==> config.mk <==
export PLATFORM = sky130hd
export DESIGN_NAME = fetch_flat
export DESIGN_NICKNAME = d
export VERILOG_FILES = /design/src/rtl/fetch_pkg.sv /design/src/rtl/fetch_if.sv /design/src/rtl/fetch.sv /design/src/flat_wrapper.sv
export SDC_FILE = /design/constraint.sdc
export NUM_CORES = 1
export LEC_CHECK = 0
export CAP_MARGIN = 20
export CORE_UTILIZATION = 46
export CTS_BUF_LIST = sky130_fd_sc_hd__clkbuf_8
export CTS_CLUSTER_SIZE = 12
export DETAILED_ROUTE_END_ITERATION = 16
export GPL_TIMING_DRIVEN = 0
export PLACE_DENSITY = 0.84
export SYNTH_ARGS = -nofsm -noshare
export SYNTH_HDL_FRONTEND = slang
export SYNTH_SLANG_ARGS = --single-unit
==> constraint.sdc <==
create_clock -name clk -period 4.21 [get_ports clk]
set_clock_uncertainty 0.15 [all_clocks]
set_input_delay 1.0525 -clock clk [delete_from_list [all_inputs] [get_ports clk]]
set_output_delay 1.0525 -clock clk [all_outputs]
set_load 0.1 [all_outputs]
==> src/rtl/fetch_pkg.sv <==
// Shared fetch-stage definitions: data-path width and the per-slot record
// handed to decode/dispatch.
package fetch_pkg;

    localparam int XLEN = 32;

    typedef logic [XLEN-1:0] addr_t;
    typedef logic [XLEN-1:3] blk_t;

    typedef struct packed {
        logic [31:0]     inst;
        logic [XLEN-1:0] PC;
        logic            valid;
    } INST_PC;

    typedef enum logic [1:0] {
        FETCH_ALIGNED,
        FETCH_MIS_HIT,
        FETCH_MIS_MISS
    } fetch_case_e;

    function automatic blk_t blk_of(input addr_t a);
        return a[XLEN-1:3];
    endfunction

endpackage

==> src/rtl/fetch_if.sv <==
// Bundle of fetch-stage signals: branch redirect, dispatch consume mask,
// instruction-memory request/response and the two fetch slots.
interface fetch_if;
    import fetch_pkg::*;

    logic          take_branch_i;
    addr_t         branch_target_pc_i;
    logic [1:0]    PC_increment_i;
    logic [63:0]   Imem2proc_data;
    addr_t         PC;
    addr_t         proc2Imem_addr;
    INST_PC [1:0]  inst_PC_o;

    modport master (
        output take_branch_i, branch_target_pc_i, PC_increment_i, Imem2proc_data,
        input  PC, proc2Imem_addr, inst_PC_o
    );

    modport slave (
        input  take_branch_i, branch_target_pc_i, PC_increment_i, Imem2proc_data,
        output PC, proc2Imem_addr, inst_PC_o
    );

endinterface

==> src/rtl/fetch.sv <==
// Two-wide fetch stage: one 8-byte block read per cycle, with a one-word line
// buffer so a PC pointing at the upper word of a block still yields two slots.
module fetch
    import fetch_pkg::*;
(
    input  logic    clk,
    input  logic    reset,
    fetch_if.slave  bus
);

    addr_t       pc_q, pc_d;
    logic [31:0] buf_word_q, buf_word_d;
    blk_t        buf_tag_q, buf_tag_d;
    logic        buf_valid_q, buf_valid_d;

    blk_t        blk;
    logic        hit;
    fetch_case_e fcase;
    addr_t       mem_addr;
    INST_PC      slot0, slot1;
    logic [1:0]  adv_words;

    // NOTE: every combinational output gets a default before the case so no path leaves it unassigned (no latch).
    always_comb begin
        blk   = blk_of(pc_q);
        hit   = pc_q[2] & buf_valid_q & (buf_tag_q == blk);
        fcase = !pc_q[2] ? FETCH_ALIGNED : (hit ? FETCH_MIS_HIT : FETCH_MIS_MISS);

        mem_addr = {blk, 3'b000};
        slot0    = '{inst: bus.Imem2proc_data[31:0],  PC: pc_q,          valid: 1'b1};
        slot1    = '{inst: bus.Imem2proc_data[63:32], PC: pc_q + 32'd4,  valid: 1'b1};

        unique case (fcase)
            FETCH_ALIGNED: ;
            FETCH_MIS_HIT: begin
                // Lower word comes from the buffer, so fetch the following block.
                mem_addr   = {blk + 29'd1, 3'b000};
                slot0.inst = buf_word_q;
                slot1.inst = bus.Imem2proc_data[31:0];
            end
            FETCH_MIS_MISS: begin
                slot0.inst  = bus.Imem2proc_data[63:32];
                slot1.inst  = bus.Imem2proc_data[31:0];
                slot1.valid = 1'b0;
            end
            default: ;
        endcase
    end

    always_comb begin
        adv_words = {1'b0, bus.PC_increment_i[0] & slot0.valid}
                  + {1'b0, bus.PC_increment_i[1] & slot1.valid};

        pc_d = bus.take_branch_i ? bus.branch_target_pc_i
                                 : pc_q + addr_t'({adv_words, 2'b00});

        buf_word_d  = bus.Imem2proc_data[63:32];
        buf_tag_d   = blk_of(mem_addr);
        buf_valid_d = 1'b1;
        // A stalled hit must keep the word it is currently presenting in slot0.
        if (hit && !bus.take_branch_i && (adv_words == 2'd0)) begin
            buf_word_d  = buf_word_q;
            buf_tag_d   = buf_tag_q;
            buf_valid_d = buf_valid_q;
        end
    end

    // NOTE: sequential state uses non-blocking assignments so all registers update together at the edge.
    always_ff @(posedge clk or posedge reset) begin
        if (reset) begin
            pc_q        <= '0;
            buf_word_q  <= '0;
            buf_tag_q   <= '0;
            buf_valid_q <= 1'b0;
        end else begin
            pc_q        <= pc_d;
            buf_word_q  <= buf_word_d;
            buf_tag_q   <= buf_tag_d;
            buf_valid_q <= buf_valid_d;
        end
    end

    assign bus.PC             = pc_q;
    assign bus.proc2Imem_addr = mem_addr;
    assign bus.inst_PC_o      = {slot1, slot0};

endmodule

==> src/flat_wrapper.sv <==
// flat-port wrapper written by rule: the top's interface ports become plain ports
module fetch_flat import fetch_pkg::*;
  (clk, reset, bus_take_branch_i, bus_branch_target_pc_i, bus_PC_increment_i, bus_Imem2proc_data, bus_PC, bus_proc2Imem_addr, bus_inst_PC_o);
  fetch_if bus_i ();
  input  logic clk;
  input  logic reset;
  input wire logic [$bits(bus_i.take_branch_i)-1:0] bus_take_branch_i;
  input wire logic [$bits(bus_i.branch_target_pc_i)-1:0] bus_branch_target_pc_i;
  input wire logic [$bits(bus_i.PC_increment_i)-1:0] bus_PC_increment_i;
  input wire logic [$bits(bus_i.Imem2proc_data)-1:0] bus_Imem2proc_data;
  output wire logic [$bits(bus_i.PC)-1:0] bus_PC;
  output wire logic [$bits(bus_i.proc2Imem_addr)-1:0] bus_proc2Imem_addr;
  output wire logic [$bits(bus_i.inst_PC_o)-1:0] bus_inst_PC_o;
  assign bus_i.take_branch_i = bus_take_branch_i;
  assign bus_i.branch_target_pc_i = bus_branch_target_pc_i;
  assign bus_i.PC_increment_i = bus_PC_increment_i;
  assign bus_i.Imem2proc_data = bus_Imem2proc_data;
  assign bus_PC = bus_i.PC;
  assign bus_proc2Imem_addr = bus_i.proc2Imem_addr;
  assign bus_inst_PC_o = bus_i.inst_PC_o;
  fetch u_core (.clk(clk), .reset(reset), .bus(bus_i));
endmodule
==> flow_summary.toml <==
[status]
outcome = "complete, no violations"

[pwr]
total_power_mw = 6.310
p_leak_nw = 5.177
peakVddDrop_uv = 606.7
powerDensity_mw_per_mm2 = 501.4

[clock_network]
htreeDepth = 3
hold_buffers = 0
cts_sinks = 94
clk_latency_ns = 0.40
cts-buffers-inserted = 9
cts.clk_slew.worst_paths_ns = 0.08
cts_tree = "done"
cts-root-buf = "clkbuf_8"
clockBufferDepth = 2

[hold_path]
hp-class = "flip-flop to flip-flop"
hp-start = "u_core.buf_word_q[26]$_DFFE_PP0N_"
min_to = "u_core.buf_word_q[26]$_DFFE_PP0N_"
hold_depth = 1

[place]
dp_slack_ns = -1.001
gp_congestion = 0.9404
detailed_place_hpwl_mm = 23.93
port_buffers = 289

[synthesis]
synth-edff-count = 0
synthArstFlopShare = 1.000
ys_ff_latch = 94
synthCells = 920
synth.avg_cell_area_um2 = 8.397
syn-cell-area_mm2 = 0.007725
synth-main-ff-cell = "dfrtp_1"
yosys_warnings = 0
synth-seq-area-share = 0.3045
yosysUniqueCellTypes = 49

[floorplan]
fp.dieW_um = 131.6
num_io_pins = 295
start_util = 0.4691
fp-row-count = 47
die_h_um = 131.6
fp.coreArea_mm2 = 0.01647
design.die.area_mm2 = 0.01732

[worst_setup_path]
cp.buffers_inverters = 2
cp_common_cell = "clkdlybuf4s50_1"
path_cells = "clkdlybuf4s50_1 -> mux2_2 -> clkdlybuf4s50_1"
reg2reg_to = "u_core.bus.PC[20]$_DFF_PP0_"
slowest_stage = "clkdlybuf4s50_1"
required_ns = 3.01
crit_arrival_ns = 2.96
r2r_cells = 17
slowest_delay_ns = 1.12
cp_top_family = "buffers and inverters"
crit_path_max_fanout = 3
endpoint_kind = "output pin"
crit_type = "input port to output pin"
start_kind = "input port"
r2r-start = "u_core.bus.PC[19]$_DFF_PP0_"
r2r_slack_ns = 0.08

[cells_and_area]
final_net_count = 1358
area_growth_pct = 62.91
drive_gt1_frac = 0.3442
n_antenna_cell = 0

[sta]
tightest_slew_ns = 0.9963
clock.fmax_ghz = 0.2400
maxSlewHeadroom = 0.3337
final.min_clock_period_ns = 4.166
post-route-worst-setup-slack_ns = 0.04375
setup_viol = 0
finalSetupTns_ns = 0
drv_slew = 0
hold_viol = 0
period_share = 0.9896

[routing]
dr.pass1.iters = 6
vias = 8893
postRouteAntennaNets = 0
drc = 0
wl_mm = 32.84
wl_per_cell_um = 22.27
drt_iter0_markers = 1064
post_drt_via_cell_ratio = 6.029

[global_route]
grt_pass1_wl_mm = 49.91
grt_max_degree = 64
antenna_found_initial = 0
track_usage = 0.3746
grt-ovfl-total = 0
grt_pass1_vias = 8681

[flow_run]
drv_cap = 0
-- cells in the mapped netlist, types with 2 or more instances --
cell type,n,area share
nor3_1,15,0.0097
a211oi_1,2,0.0019
nor2_1,63,0.031
o22ai_1,6,0.0049
and2_1,4,0.0032
a22oi_1,11,0.011
inv_1,6,0.0029
ha_1,6,0.0097
a21oi_1,47,0.030
o32ai_1,2,0.0023
xnor2_1,52,0.059
xor2_1,61,0.069
mux2_2,38,0.055
dfrtp_1,94,0.30
nor4_2,5,0.0081
and4_1,11,0.012
a31oi_1,46,0.037
o21ai_0,72,0.047
or4_1,3,0.0029
mux2_1,30,0.044
conb_1,2,0.00097
buf_4,48,0.047
nand4_2,3,0.0049
clkbuf_1,46,0.022
nand3_1,44,0.029
buf_1,2,0.00097
nor2b_1,6,0.0049
nand2_1,77,0.037
nand4_1,26,0.021
and3_1,10,0.0081
buf_6,4,0.0058
o2bb2ai_1,11,0.012
buf_2,31,0.020
nor4_1,8,0.0065
a2bb2oi_1,3,0.0034
o211ai_1,12,0.012
-- per-stage QoR --
| step | hold slack (ns) | util | cells | instance area, um2 |
|---|---|---|---|---|
| global placement | 0.3238 | 0.7185 | 1432 | 11830 |
| finish | 0.3495 | 0.7643 | 1475 | 12580 |
| global route | 0.3669 | 0.7643 | 1475 | 12580 |
| floorplan | 0.3140 | - | 923 | 8662 |
| detailed placement | 0.3308 | 0.7210 | 1434 | 11870 |
| CTS | 0.3513 | 0.7489 | 1471 | 12330 |
-- kinds of logic (layout without fill, tap and decap cells) --
kind of cell	after synthesis	after routing	share of synthesized area
buffers and inverters	138	470	0.09929
adders and majority gates	7	7	0.01231
AOI/OAI and AO/OA	215	215	0.1642
muxes	69	69	0.1004
DFF	94	94	0.3045
and+or+nand+nor	282	282	0.1902
xor gates and xnor gates	113	113	0.1281
other	2	5	0.0009722
-- area by class of cell --
type / instances / area [um2]
repair buffers: 320 / 3042
plain buffers: 127 / 809.5
clock buffers: 12 / 165.2
well taps: 220 / 275.3
inverters: 7 / 28.78
flip-flops and latches: 94 / 2387
fillers: 1213 / 3881
multi-input cells: 691 / 5831
clock inverters: 4 / 46.29
-- cells in the final DEF (no fill, tap or decap), types with 13 or more instances in the layout --
cell type and count:
nand4_1 26, a21oi_2 33, o21ai_0 70, xnor2_4 25, xor2_1 46, dlygate4sd2_1 16
nand2_1 76, clkbuf_4 24, xnor2_2 15, a21oi_1 14, buf_2 26, buf_6 24
buf_4 109, dfrtp_1 68, clkbuf_1 28, nor2_1 57, nand3_1 41, mux2_2 38
dfrtp_2 25, mux2_1 30, clkdlybuf4s50_1 173, clkdlybuf4s15_1 13, a31oi_1 46
-- per-layer routing --
metal	up-vias	track usage	wire length [um]
li1	3887	-	-
met1	4302	0.5005	12910
met2	593	0.5852	15370
met3	111	0.08140	3361
met4	0	0.1576	1203
met5	-	0	0
-- state kept, by name (all words and copies together) (netlist names) --
name                flops
u_core.buf_tag_q       29
u_core.buf_valid_q      1
u_core.buf_word_q      32
u_core.bus.PC          32
-- worst max-delay path by stage --
stage                                      from                     endpoint  slack (ns)  cells after the start
finish                   bus_Imem2proc_data[63]           bus_inst_PC_o[129]        0.04                      3
global route        u_core.bus.PC[16]$_DFF_PP0_            bus_inst_PC_o[88]       -0.01                      8
CTS                  u_core.bus.PC[7]$_DFF_PP0_            bus_inst_PC_o[78]      -0.007                      7
detailed placement   u_core.bus.PC[7]$_DFF_PP0_       bus_proc2Imem_addr[13]       -1.00                      8
global placement                          reset  u_core.bus.PC[28]$_DFF_PP0_       -1.45                      2
floorplan            u_core.bus.PC[2]$_DFF_PP0_            bus_inst_PC_o[79]       -0.28                      4
-- worst reg2reg max path: stages (launching register included) --
cell	delay, ns
dfrtp_2	0.44
buf_6	0.17
xor2_1	0.18
nor4_4	0.33
buf_4	0.17
nand4_4	0.10
buf_4	0.20
nor2_4	0.18
buf_8	0.13
o21ai_0	0.09
ha_1	0.32
ha_2	0.20
inv_1	0.06
fa_2	0.46
nor3_4	0.32
nor2b_1	0.25
xnor2_1	0.15
o21ai_0	0.09
-- what timing repair did --
action,in CTS,in global routing
resized for setup,563,94
hold endpoints to repair,0,0
endpoints found under the setup margin,172,122
pin swaps,13,16
setup buffers,21,8
-- power by group --
group / switching (mW) / total [mW] / internal (mW)
sequential: 0.108 / 1.10 / 0.996
clock: 0.352 / 0.672 / 0.321
combinational: 3.44 / 4.53 / 1.09
(Power assumes the default switching activity.)
